File: src/rtl/pipe_pkg.sv
// Shared definitions for the pipeline-stage registers: stage states, default
// field widths and the exception-type codes also used by the exception unit.
package pipe_pkg;

  localparam int unsigned PIPE_PC_W    = 32;
  localparam int unsigned PIPE_INSTR_W = 32;
  localparam int unsigned PIPE_EXC_W   = 32;

  typedef enum logic [1:0] {
    ST_EMPTY = 2'd0,
    ST_BUSY  = 2'd1,
    ST_FULL  = 2'd2
  } pipe_state_t;

  // One-hot exception-type codes carried in the exc field; zero means none.
  localparam logic [PIPE_EXC_W-1:0] EXC_NONE    = 32'h0000_0000;
  localparam logic [PIPE_EXC_W-1:0] EXC_INT     = 32'h0000_0001;
  localparam logic [PIPE_EXC_W-1:0] EXC_ADEL    = 32'h0000_0010;
  localparam logic [PIPE_EXC_W-1:0] EXC_ADES    = 32'h0000_0020;
  localparam logic [PIPE_EXC_W-1:0] EXC_SYSCALL = 32'h0000_0100;
  localparam logic [PIPE_EXC_W-1:0] EXC_BREAK   = 32'h0000_0200;
  localparam logic [PIPE_EXC_W-1:0] EXC_RI      = 32'h0000_0400;
  localparam logic [PIPE_EXC_W-1:0] EXC_OV      = 32'h0000_1000;
  localparam logic [PIPE_EXC_W-1:0] EXC_ERET    = 32'h0000_4000;

  // An all-zero instruction word is the NOP bubble.
  function automatic logic pipe_is_nop(input logic [PIPE_INSTR_W-1:0] instr);
    return (instr == '0);
  endfunction

endpackage

File: src/rtl/pipe_sat_cnt.sv
// Saturating up-counter with synchronous clear; clear wins over increment.
module pipe_sat_cnt #(
  parameter int unsigned CNT_W = 16
) (
  input  logic             clk,
  input  logic             rst,
  input  logic             clr,
  input  logic             inc,
  output logic [CNT_W-1:0] cnt
);

  localparam logic [CNT_W-1:0] CNT_MAX = '1;

  always_ff @(posedge clk or posedge rst) begin
    if (rst) begin
      cnt <= '0;
    end else if (clr) begin
      cnt <= '0;
    end else if (inc && (cnt != CNT_MAX)) begin
      cnt <= cnt + CNT_W'(1);
    end
  end

endmodule

File: src/rtl/pipe_stage_buf.sv
// Pipeline-stage register with valid/ready handshake, one-entry skid buffer,
// flush and a saturating back-pressure counter. All outputs come from flops.
module pipe_stage_buf
  import pipe_pkg::*;
#(
  parameter int unsigned PC_W    = PIPE_PC_W,
  parameter int unsigned INSTR_W = PIPE_INSTR_W,
  parameter int unsigned EXC_W   = PIPE_EXC_W,
  parameter int unsigned SIDE_W  = 1,
  parameter int unsigned CNT_W   = 16
) (
  input  logic               clk,
  input  logic               rst,
  input  logic               flush,
  input  logic               in_valid,
  output logic               in_ready,
  input  logic [PC_W-1:0]    in_pc,
  input  logic [INSTR_W-1:0] in_instr,
  input  logic [EXC_W-1:0]   in_exc,
  input  logic [SIDE_W-1:0]  in_side,
  output logic               out_valid,
  input  logic               out_ready,
  output logic [PC_W-1:0]    out_pc,
  output logic [INSTR_W-1:0] out_instr,
  output logic [EXC_W-1:0]   out_exc,
  output logic [SIDE_W-1:0]  out_side,
  input  logic               stall_clr,
  output logic [CNT_W-1:0]   stall_cnt
);

  localparam int unsigned PAY_W = SIDE_W + EXC_W + INSTR_W + PC_W;

  pipe_state_t      state_q;
  logic [PAY_W-1:0] main_q;
  logic [PAY_W-1:0] skid_q;
  logic [PAY_W-1:0] in_pay;
  logic             in_fire;

  assign in_pay  = {in_side, in_exc, in_instr, in_pc};
  assign in_fire = in_valid & in_ready & ~flush;

  // in_ready/out_valid are registered alongside the state so neither depends
  // combinationally on out_ready; inside BUSY/FULL out_valid=1, so out_fire
  // reduces to out_ready.
  always_ff @(posedge clk or posedge rst) begin
    if (rst) begin
      state_q   <= ST_EMPTY;
      main_q    <= '0;
      skid_q    <= '0;
      in_ready  <= 1'b1;
      out_valid <= 1'b0;
    end else if (flush) begin
      state_q   <= ST_EMPTY;
      main_q    <= '0;
      skid_q    <= '0;
      in_ready  <= 1'b1;
      out_valid <= 1'b0;
    end else begin
      case (state_q)
        ST_EMPTY: begin
          if (in_fire) begin
            main_q    <= in_pay;
            state_q   <= ST_BUSY;
            out_valid <= 1'b1;
          end
        end
        ST_BUSY: begin
          if (in_fire && out_ready) begin
            main_q <= in_pay;
          end else if (in_fire) begin
            skid_q   <= in_pay;
            state_q  <= ST_FULL;
            in_ready <= 1'b0;
          end else if (out_ready) begin
            main_q    <= '0;
            state_q   <= ST_EMPTY;
            out_valid <= 1'b0;
          end
        end
        ST_FULL: begin
          if (out_ready) begin
            main_q   <= skid_q;
            skid_q   <= '0;
            state_q  <= ST_BUSY;
            in_ready <= 1'b1;
          end
        end
        default: begin
          state_q   <= ST_EMPTY;
          main_q    <= '0;
          skid_q    <= '0;
          in_ready  <= 1'b1;
          out_valid <= 1'b0;
        end
      endcase
    end
  end

  // Main register is zeroed whenever invalid, so out_* reads as a NOP bubble.
  assign out_pc    = main_q[PC_W-1:0];
  assign out_instr = main_q[PC_W +: INSTR_W];
  assign out_exc   = main_q[PC_W + INSTR_W +: EXC_W];
  assign out_side  = main_q[PAY_W-1 -: SIDE_W];

  pipe_sat_cnt #(
    .CNT_W (CNT_W)
  ) u_stall_cnt (
    .clk (clk),
    .rst (rst),
    .clr (stall_clr),
    .inc (out_valid & ~out_ready),
    .cnt (stall_cnt)
  );

endmodule

File: config.mk
export PLATFORM = sky130hd
export DESIGN_NAME = pipe_stage_buf
export DESIGN_NICKNAME = d
export VERILOG_FILES = /design/src/rtl/pipe_pkg.sv /design/src/rtl/pipe_sat_cnt.sv /design/src/rtl/pipe_stage_buf.sv
export SDC_FILE = /design/constraint.sdc
export NUM_CORES = 1
export LEC_CHECK = 0
export CAP_MARGIN = 40
export CORE_MARGIN = 5
export CORE_UTILIZATION = 55
export DETAILED_ROUTE_END_ITERATION = 7
export GPL_TIMING_DRIVEN = 0
export PLACE_DENSITY = 0.86
export RECOVER_POWER = 100
export REMOVE_ABC_BUFFERS = 1
export SLEW_MARGIN = 20
export SYNTH_ARGS = -nofsm -noshare
export SYNTH_HDL_FRONTEND = slang
export SYNTH_SLANG_ARGS = --single-unit
File: constraint.sdc
create_clock -name clk -period 14.58 [get_ports clk]
set_input_delay 2.187 -clock clk [delete_from_list [all_inputs] [get_ports clk]]
set_output_delay 2.187 -clock clk [all_outputs]
set_load 0.01 [all_outputs]
# Word-level counts from Yosys, hierarchy flattened
# Index checks and enable logic that the tools add are counted.
[classes]
n_addsub = 1
eq_ne = 14
muxes = 30
bitwise = 5
n_reduce_logical = 8
[op_table]
columns = ["operator", "n"]
rows = [
  ["two-way mux 97 bit", 8],
  ["one-hot mux 97 bit (3 select lines)", 2],
  ["two-way mux 16 bit", 2],
  ["inequality test 3 bit, second input constant", 6],
  ["adder 16 x 1 -> 16 bit, second input constant", 1],
  ["inequality test 16 bit, second input constant", 1],
  ["two-way mux 2 bit", 6],
  ["inequality test 4 bit, second input constant", 3],
  ["AND reduction 4 bit", 3],
  ["two-way mux 1 bit", 9],
  ["one-hot mux 1 bit (3 select lines)", 2],
  ["one-hot mux 2 bit (3 select lines)", 1],
  ["AND reduction 5 bit", 1],
  ["inequality test 2 bit, second input constant", 2],
  ["bitwise AND 1 bit", 3],
  ["equality test 2 x 1 -> 1 bit, second input constant", 1],
  ["equality test 2 bit, second input constant", 1],
  ["logical AND 1 bit", 2],
  ["logical NOT 2 bit", 1],
  ["inverter 1 bit", 2],
  ["nonzero test 2 bit", 1],
]
[totals]
reg_bits = 214
inputBits = 103
output_inout_bits = 115
word_cells = 64

# Depth between registers and ports, before layout
# Gate-level depths: netlist (run 1).
[depth]
depth_word = 6
depth_mapped = 8
depth_no_buf = 5

# Hierarchy
# A second synthesis (run 1) with hierarchy kept.
[unflattened]
hier_cells = 1110
area_unflattened_um2 = 10676.5
[by_module_without_submodules]
columns = ["mod", "instances", "cells_each", "area_per_inst_um2", "seq_area_each_um2"]
rows = [
  ["pipe_stage_buf", 1, 1009, 9744.3, 4956.0],
  ["pipe_sat_cnt", 1, 101, 932.1, 400.4],
]

# Least setup slack after synthesis (run 1)
# OpenSTA, ideal clock, no wires.
[synth_path]
kind = "input port to flip-flop"
from = "input port flush"
to = "register main_q[79]"
setup_ps = 121
arrival_time_ps = 3492
required_time_ps = 14459
path_slack_ps = 10967
path_stages = 7
n_path_buf = 4
path_cell_list = "clkbuf_1 > and3b_1 > buf_4 > buf_4 > clkbuf_1 > o2bb2ai_1 > a22o_1"
[synth_via]
elab_chain_len = 6
word_cells_on_any_way = 11
cone_classes = "eq/ne: 4; mux: 3; bitwise: 2; reduce/logical: 2"
[synth_rtl]
columns = ["item", "line", "rtl"]
rows = [
  ["start, declared", "pipe_stage_buf.sv:14", "input logic flush,"],
  ["inverter 1 bit", "pipe_stage_buf.sv:40", "assign in_fire = in_valid & in_ready & ~flush;"],
  ["bitwise AND 1 bit", "pipe_stage_buf.sv:40", ""],
  ["logical AND 1 bit", "pipe_stage_buf.sv:68", "if (in_fire && out_ready) begin"],
  ["two-way mux 97 bit", "pipe_stage_buf.sv:68", ""],
  ["one-hot mux 97 bit (3 select lines)", "pipe_stage_buf.sv:59", "case (state_q)"],
  ["two-way mux 97 bit", "pipe_stage_buf.sv:52", "end else if (flush) begin"],
  ["end signal, assigned", "pipe_stage_buf.sv:62", "main_q <= in_pay;"],
  ["end signal, assigned", "pipe_stage_buf.sv:69", "main_q <= in_pay;"],
  ["end signal, assigned", "pipe_stage_buf.sv:82", "main_q <= skid_q;"],
  ["end, declared", "pipe_stage_buf.sv:34", "logic [PAY_W-1:0] main_q;"],
]
# Parallel ways exist; a longest one is shown, timed or not.
# A chain may end at the register's enable or synchronous reset.

==> results.cfg, run 1 <==
[floorplan]
fp.dieArea_mm2 = 0.0208
start_util = 0.556
rows = 49
die_h_um = 144
die_width_um = 144
io_pins = 218
core_mm2 = 0.0178

[yosys]
ys_seq_area_frac = 0.540
yosys.area.top_type_share = 0.537
ys_ff_latch = 214
synth_compound_area_frac = 0.283
async_flop_share = 1.00
synthCells = 794
syn-cell-area_mm2 = 0.00993
synth_flop_cell = dfrtp_1
synthDistinctLibCells = 44
synth_top_family_by_area = compound AO/OA/AOI/OAI gates
synth.most_common_cell = dfrtp_1
synth_edf_count = 0
synth_area_leaders = dfrtp_1 54%, a22o_1 17%, mux2i_1 10%
synthTopCellsByCount = 213 x dfrtp_1, 194 x a22o_1, 100 x mux2i_1
yosys_warnings = 0
netlist.top_cell.by_area = dfrtp_1
synthAdderAreaFrac = 0.00126
yosys.area_share.xor_xnor = 0
yosys.area_share.simple = 0.0348
synth.avg_cell_area_um2 = 12.5
synthMuxAreaShare = 0.102

[min_path]
holdPathEnd = main_q[60]
whs_path_depth = 1
holdCritStartpoint = main_q[60]
hold_path_class = reg -> reg

[cells_and_area]
post-route-util = 0.731
nNetsFinal = 1075
area_growth_pct = 31.4
multiInputGateArea_mm2 = 0.00419
n_fill_cell = 1225
drive_gt1_frac = 0.0579
seqCellArea_mm2 = 0.00536

[power]
pwr-share-seq = 0.454
power_mw = 1.45
combPwrFrac = 0.166
p_int_mw = 1.07
p_switching_mw = 0.382
switching_share = 0.263
vdd_drop_max_uv = 95.7
clkPwrFrac = 0.380
leakagePower_nw = 5.71
powerDensity_mw_per_mm2 = 111

[sta]
period_minus_slack_ns = 7.77
fmax_mhz = 129
setup_tns_ns = 0
setup_viol = 0
slew_headroom = -1.89
worstMarginPinSlew_ns = 4.34
fin_crit_sh = 0.533
holdWs_ns = 0.495
rsz0062_at_grt = no
final-hold-violation-count = 0
slew_violations = 202
finalClockSkew_ns = 0.0138

[run_status]
outcome = finished with violations
violations = max-capacitance violations, max-slew violations

[global_route]
grt_usage = 0.252
grt_pass1_wl_mm = 42.6
grt_pass1_vias = 7809
grt_overflow_total = 0
grt_start_max_net_pins = 105
antenna_found_initial = 1

[worst_setup_path]
cp_max_fo = 82
start_kind = input port
crit_chain = dlygate4sd3_1, clkinvlp_2, clkbuf_1
critPathRequiredTime_ns = 13.55
r2r-start = state_q[1]
criticalPathCategory = in -> async
rrSetupSlack_ns = 9.30
arrival_ns = 6.74
critPathMaxStageDelay_ns = 3.10
r2r_cells = 5
crit_slowest_cell = clkbuf_1
r2r-end = main_q[31]
critPathCaptureType = async pin

[clocking]
clk_path_buf_depth = 3
cts_tree = built
cts.hold.buffers_added = 0
clkTransAtPathRegs_ns = 0.06
htreeDepth = 1
root_buffer = clkbuf_16
cts_sinks = 214
postCtsResizedCells = 0
numCtsBuffers = 23
cts_setup_buffers = 0
worstSkewPairLatency_ns = 0.50

[route]
drtAntennaViolNets = 0
drc = 0
wl_per_cell_um = 21.9
wl_mm = 26.6
vias_per_cell = 6.43
firstDrtPassIters = 5
drtIter0Drc = 552
vias = 7818

[placement]
place_hpwl_mm = 16.6
globalplace.congestion = 0.832
portBuffers = 217

[flow_run]
max-cap-violations = 4
-- how the worst max path moves through the flow --
| stage | start | to | slack, ns |
|---|---|---|---|
| floorplan | rst | main_q[0] | 6.54 |
| global placement | rst | main_q[37] | 3.73 |
| detailed placement | out_ready | main_q[15] | 10.08 |
| CTS | out_ready | skid_q[72] | 10.57 |
| global route | rst | state_q[0] | 5.39 |
| finish | rst | state_q[0] | 6.81 |
-- layout make-up --
class | count | area share
diodes | 2 | 0.000384
clock buffers | 33 | 0.0516
clock inverters | 6 | 0.00297
inverters | 6 | 0.00182
multi-input cells | 491 | 0.321
flip-flops and latches | 214 | 0.411
well taps | 229 | 0.0220
repair buffers | 235 | 0.189
-- placed cells by master, fill, tap and decap left out, types with 7 or more instances in the layout --
master	count
dfrtp_1	211
o2bb2ai_1	97
nand2_1	9
clkbuf_1	10
nand3_1	7
dlygate4sd3_1	118
mux2i_1	100
clkdlybuf4s50_1	99
a22o_1	194
nor2_1	7
nand4_1	7
a21oi_1	12
o31ai_1	7
clkbuf_16	23
-- cells by family (layout without fill, tap and decap cells) --
logic type	after synthesis	in the layout
flops	214	214
simple gates	59	59
fa+ha+maj	1	1
compound gates	330	330
mux	101	101
other cells	0	2
buf+inv	89	280
-- metrics by stage --
stage	worst slack, ns	instances	area, um^2
after floorplan	6.54	711	9560
final	6.81	1216	13000
after global placement	3.73	1157	12000
after detailed placement	10.08	1175	12500
after global routing	5.39	1215	13000
after CTS	10.57	1214	13200
-- routing by layer --
metal | GRT usage | vias up | wire (um)
met1 | 0.369 | 3980 | 11900
li1 | - | 3527 | -
met5 | 0 | - | 0
met3 | 0.0575 | 28 | 1920
met2 | 0.382 | 283 | 12300
met4 | 0.0663 | 0 | 501
-- worst max-delay path, delay by kind of cell --
family / cells / cell delay [ns]
buffers and inverters: 3 / 4.49
-- flip-flops by register name (all words and copies together) (netlist names) --
name             count
out_valid            1
skid_q              97
u_stall_cnt.cnt     16
main_q              97
state_q              2
in_ready             1
-- power by group through the flow --
stage,Sequential [mW],Combinational (mW),Clock (mW)
final,0.659,0.241,0.551
after global placement,0.676,0.235,0
after global routing,0.663,0.260,0.587
after CTS,0.660,0.260,0.559
after floorplan,0.680,0.0991,0
after detailed placement,0.669,0.260,0
Power figures use the tool's default switching activity.
==> inputs of run 2 (changes only) <==
--- a/config.mk
+++ b/config.mk
@@ -7,10 +7,10 @@
 export LEC_CHECK = 0
 export CAP_MARGIN = 40
 export CORE_MARGIN = 5
-export CORE_UTILIZATION = 55
+export CORE_UTILIZATION = 46
 export DETAILED_ROUTE_END_ITERATION = 7
 export GPL_TIMING_DRIVEN = 0
-export PLACE_DENSITY = 0.86
+export PLACE_DENSITY = 0.77
 export RECOVER_POWER = 100
 export REMOVE_ABC_BUFFERS = 1
 export SLEW_MARGIN = 20
==> constraint.sdc (replaced) <==
create_clock -name clk -period 6.5 [get_ports clk]
set_input_delay 0.975 -clock clk [delete_from_list [all_inputs] [get_ports clk]]
set_output_delay 0.975 -clock clk [all_outputs]
set_load 0.01 [all_outputs]
==> results.cfg, run 2 (same netlist as run 1, synthesis figures left out) <==
[global_route]
grt_start_max_net_pins = 103
grt_overflow_total = 0
grt_usage = 0.218
antenna_found_initial = 1
grt_pass1_vias = 8166
grt_pass1_wl_mm = 44.0

[worst_setup_path]
crit_start = state_q[1]
r2r-start = state_q[1]
rrSetupSlack_ns = 1.98
arrival_ns = 4.95
criticalPathCategory = reg -> reg
cp_max_fo = 43
start_kind = flop
critPathCaptureType = flop
critPathRequiredTime_ns = 6.94

[floorplan]
rows = 53
start_util = 0.469
fp.dieArea_mm2 = 0.0246
io_pins = 218
die_h_um = 157
die_width_um = 157
core_mm2 = 0.0212

[clocking]
numCtsBuffers = 24
htreeDepth = 1
postCtsResizedCells = 0
cts_sinks = 214
cts_tree = built
clkTransAtPathRegs_ns = 0.06
worstSkewPairLatency_ns = 0.50
clk_path_buf_depth = 3
cts_setup_buffers = 0
cts.hold.buffers_added = 0
root_buffer = clkbuf_16

[run_status]
violations = max-capacitance violations, max-slew violations
outcome = finished with violations

[sta]
final-hold-violation-count = 0
worst_slack_ns = 1.98
fin_crit_sh = 0.695
slew_headroom = -0.245
finalClockSkew_ns = 0.00998
holdWs_ns = 0.495
setup_viol = 0
worstMarginPinSlew_ns = 1.87
period_minus_slack_ns = 4.52
fmax_mhz = 221
rsz0062_at_grt = no
slew_violations = 56

[power]
p_switching_mw = 0.874
combPwrFrac = 0.167
pwr-share-seq = 0.439
vdd_drop_max_uv = 165
power_mw = 3.36
powerDensity_mw_per_mm2 = 252
clkPwrFrac = 0.393
leakagePower_nw = 5.84
switching_share = 0.260
p_int_mw = 2.49

[route]
wl_met1_mm = 11.9
drc = 0
vias = 7749
firstDrtPassIters = 4
wl_met3_mm = 2.12
wl_mm = 27.4
drtAntennaViolNets = 0
dr_wl_met2_mm = 12.8
routed.top_layer = met4
wl_per_cell_um = 21.7
vias_per_cell = 6.12
drtIter0Drc = 491

[cells_and_area]
nNetsFinal = 1077
top_regs = main_q: 97 flops, skid_q: 97 flops, u_stall_cnt.cnt: 16 flops
drive_gt1_frac = 0.0677
final_cell_mix = 212 x dfrtp_1, 194 x a22o_1, 117 x dlygate4sd3_1, 100 x mux2i_1, 100 x clkdlybuf4s50_1
area_growth_pct = 34.5
post-route-util = 0.631
final_common_cell = dfrtp_1

[placement]
globalplace.congestion = 0.787
place_hpwl_mm = 17.1
portBuffers = 217
pre_cts_ws_ns = 3.03

[min_path]
hold_path_class = reg -> reg
holdCritStartpoint = main_q[24]

[flow_run]
max-cap-violations = 3
run 2: worst paths after layout:
path / cells after the start / end
min reg2reg: 1 / main_q[24]
min in group asynchronous: 2 / skid_q[34]
min: 1 / main_q[24]
max reg2reg: 8 / main_q[50]
max in group asynchronous: 3 / main_q[71]
max: 8 / main_q[50]
run 2: layout make-up:
type	instances	area, um^2
Fill cell	1661	7800
Multi-Input combinational cell	491	4190
Sequential cell	214	5360
Inverter	6	23.8
Clock inverter	6	30.0
Clock buffer	37	751
Timing Repair Buffer	236	2650
Antenna cell	1	2.50
Tap cell	275	344
run 2: through the flow:
stage               area [um^2]  instances   TNS, ns
floorplan                  9560        711    -69.07
global placement          12100       1203  -1061.69
detailed placement        12600       1222         0
CTS                       13400       1265         0
global route              13400       1266         0
finish                    13400       1266         0
run 2: power by group through the flow:
stage / registers, mW / clock network, mW / logic [mW]
6_report: 1.48 / 1.32 / 0.562
4_1_cts: 1.48 / 1.35 / 0.595
2_1_floorplan: 1.53 / 0 / 0.222
5_1_grt: 1.49 / 1.42 / 0.608
3_3_place_gp: 1.52 / 0 / 0.534
3_5_place_dp: 1.50 / 0 / 0.593
run 2: metal layers:
layer  global-route usage  vias up
met2                0.349      270
met1                0.300     3914
li1                     -     3520
met5                    0        -
met3               0.0558       45
met4               0.0562        0
run 2: critical path: stages, from the launching register on:
cell and delay [ns]:
dfrtp_1 1.34, buf_16 0.35, and3b_1 0.29, a211o_1 0.31
a21oi_1 1.34, buf_16 0.27, buf_16 0.18, buf_16 0.18
a22o_1 0.16
==> inputs of run 3 (changes only) <==
--- a/config.mk
+++ b/config.mk
@@ -7,10 +7,10 @@
 export LEC_CHECK = 0
 export CAP_MARGIN = 40
 export CORE_MARGIN = 5
-export CORE_UTILIZATION = 46
+export CORE_UTILIZATION = 51
 export DETAILED_ROUTE_END_ITERATION = 7
 export GPL_TIMING_DRIVEN = 0
-export PLACE_DENSITY = 0.77
+export PLACE_DENSITY = 0.8
 export RECOVER_POWER = 100
 export REMOVE_ABC_BUFFERS = 1
 export SLEW_MARGIN = 20
==> constraint.sdc (replaced) <==
create_clock -name clk -period 4.5 [get_ports clk]
set_input_delay 0.675 -clock clk [delete_from_list [all_inputs] [get_ports clk]]
set_output_delay 0.675 -clock clk [all_outputs]
set_load 0.01 [all_outputs]
==> results.cfg, run 3 (same netlist as run 1, synthesis figures left out) <==
[run_status]
outcome = finished with violations
violations = max-capacitance violations, max-slew violations

[cells_and_area]
final_common_cell = dfrtp_1
multiInputGateArea_mm2 = 0.00418
drive_gt1_frac = 0.0578
top_regs = main_q: 97 flops, skid_q: 97 flops, u_stall_cnt.cnt: 16 flops
seqCellArea_mm2 = 0.00536
nNetsFinal = 1076
final_cell_mix = 211 x dfrtp_1, 194 x a22o_1, 117 x dlygate4sd3_1, 100 x mux2i_1, 100 x clkdlybuf4s50_1
n_fill_cell = 1410
area_growth_pct = 32.8

[sta]
holdWs_ns = 0.494
fmax_mhz = 273
final-hold-violation-count = 0
worstMarginPinSlew_ns = 2.92
setup_tns_ns = 0
setup_viol = 0
finalClockSkew_ns = 0.00553
period_minus_slack_ns = 3.67
slew_headroom = -0.954
slew_violations = 65
fin_crit_sh = 0.815
rsz0062_at_grt = no

[floorplan]
rows = 51
die_h_um = 150
io_pins = 218
start_util = 0.513
core_mm2 = 0.0193
fp.dieArea_mm2 = 0.0224
die_width_um = 150

[placement]
globalplace.congestion = 0.820
place_hpwl_mm = 16.6
portBuffers = 217

[worst_setup_path]
critPathCaptureType = flop
crit_path_end = skid_q[59]
r2r-end = skid_q[59]
critPathMaxStageDelay_ns = 0.86
criticalPathCategory = reg -> reg
r2r-start = state_q[0]
rrSetupSlack_ns = 0.83
r2r_cells = 6
crit_start = state_q[0]
cp_common_cell = buf_16
arrival_ns = 4.10
path_buf_inv = 3
start_kind = flop
crit_slowest_cell = clkbuf_1
cp_top_family = buffers and inverters
cp_max_fo = 62
crit_chain = buf_16, or2_2, a21oi_1, buf_16, clkbuf_1, a22o_1
crit_cells = 6
critPathRequiredTime_ns = 4.93

[power]
power_mw = 4.66
leakagePower_nw = 5.75
vdd_drop_max_uv = 215
p_switching_mw = 1.25
powerDensity_mw_per_mm2 = 354
p_int_mw = 3.42
combPwrFrac = 0.172
switching_share = 0.267
clkPwrFrac = 0.370
pwr-share-seq = 0.457

[clocking]
cts.hold.buffers_added = 0
numCtsBuffers = 23
postCtsResizedCells = 0
cts_sinks = 214
root_buffer = clkbuf_16
htreeDepth = 1
cts_setup_buffers = 0
clk_path_buf_depth = 3
clkTransAtPathRegs_ns = 0.06
worstSkewPairLatency_ns = 0.49
cts_tree = built

[min_path]
hold_path_class = reg -> reg

[flow_run]
max-cap-violations = 1

[route]
wl_mm = 26.6
drtIter0Drc = 402
wl_per_cell_um = 21.3
drtAntennaViolNets = 0
drc = 0
firstDrtPassIters = 5
vias_per_cell = 6.20
vias = 7766

[global_route]
grt_overflow_total = 0
grt_pass1_wl_mm = 43.7
grt_pass1_vias = 7909
use_met1 = 0.337
busiest_layer = met2
met2_usage = 0.371
grt_usage = 0.238
grt_start_max_net_pins = 80
grt_use_met3 = 0.0591
antenna_found_initial = 2
run 3: changes by cell type in the layout (fill, tap and decap cells not counted), moves of 2 or more:
cell,delta
clkbuf_16,-2
clkbuf_8,-6
buf_12,+2
clkinvlp_4,+2
clkbuf_1,+5
buf_16,-3
run 3: power groups by stage:
stage	sequential [mW]	combinational [mW]	clock, mW
5_1_grt	2.15	0.874	1.85
3_5_place_dp	2.16	0.853	0
2_1_floorplan	2.20	0.321	0
4_1_cts	2.13	0.855	1.76
3_3_place_gp	2.19	0.768	0
6_report	2.13	0.804	1.73
run 3: metal layers:
| metal | part of all wire | up-vias | routed length [um] |
|---|---|---|---|
| li1 | - | 3508 | - |
| met4 | 0.020 | 2 | 530 |
| met3 | 0.077 | 37 | 2050 |
| met2 | 0.47 | 256 | 12500 |
| met5 | 0.00049 | - | 13 |
| met1 | 0.43 | 3963 | 11600 |
run 3: area by class of cell:
cell class	instances	share of cell area
clock buffer	32	0.0477
inverter	6	0.00180
antenna	1	0.000190
clock inverter	7	0.00304
sequential	214	0.407
tap	265	0.0252
multi-input combinational	491	0.317
timing repair buffer	236	0.198
run 3: metrics by stage:
step                      utilization  area (um^2)  instances  worst slack, ns
final                           0.682        13200       1252            0.833
after floorplan                     -         9560        711            -2.02
after global routing            0.682        13200       1252            0.655
after global placement          0.624        12100       1193            -4.98
after CTS                       0.685        13200       1251             1.37
after detailed placement        0.650        12600       1212             1.38
run 3: worst min path at each step:
stage,start,endpoint,slack [ns],depth (start not counted)
after floorplan,skid_q[0],skid_q[0],0.47,1
after global placement,skid_q[24],skid_q[24],0.49,1
after detailed placement,skid_q[95],skid_q[95],0.49,1
after CTS,main_q[28],main_q[28],0.51,1
after global routing,main_q[90],main_q[90],0.51,1
final,main_q[45],main_q[45],0.49,1
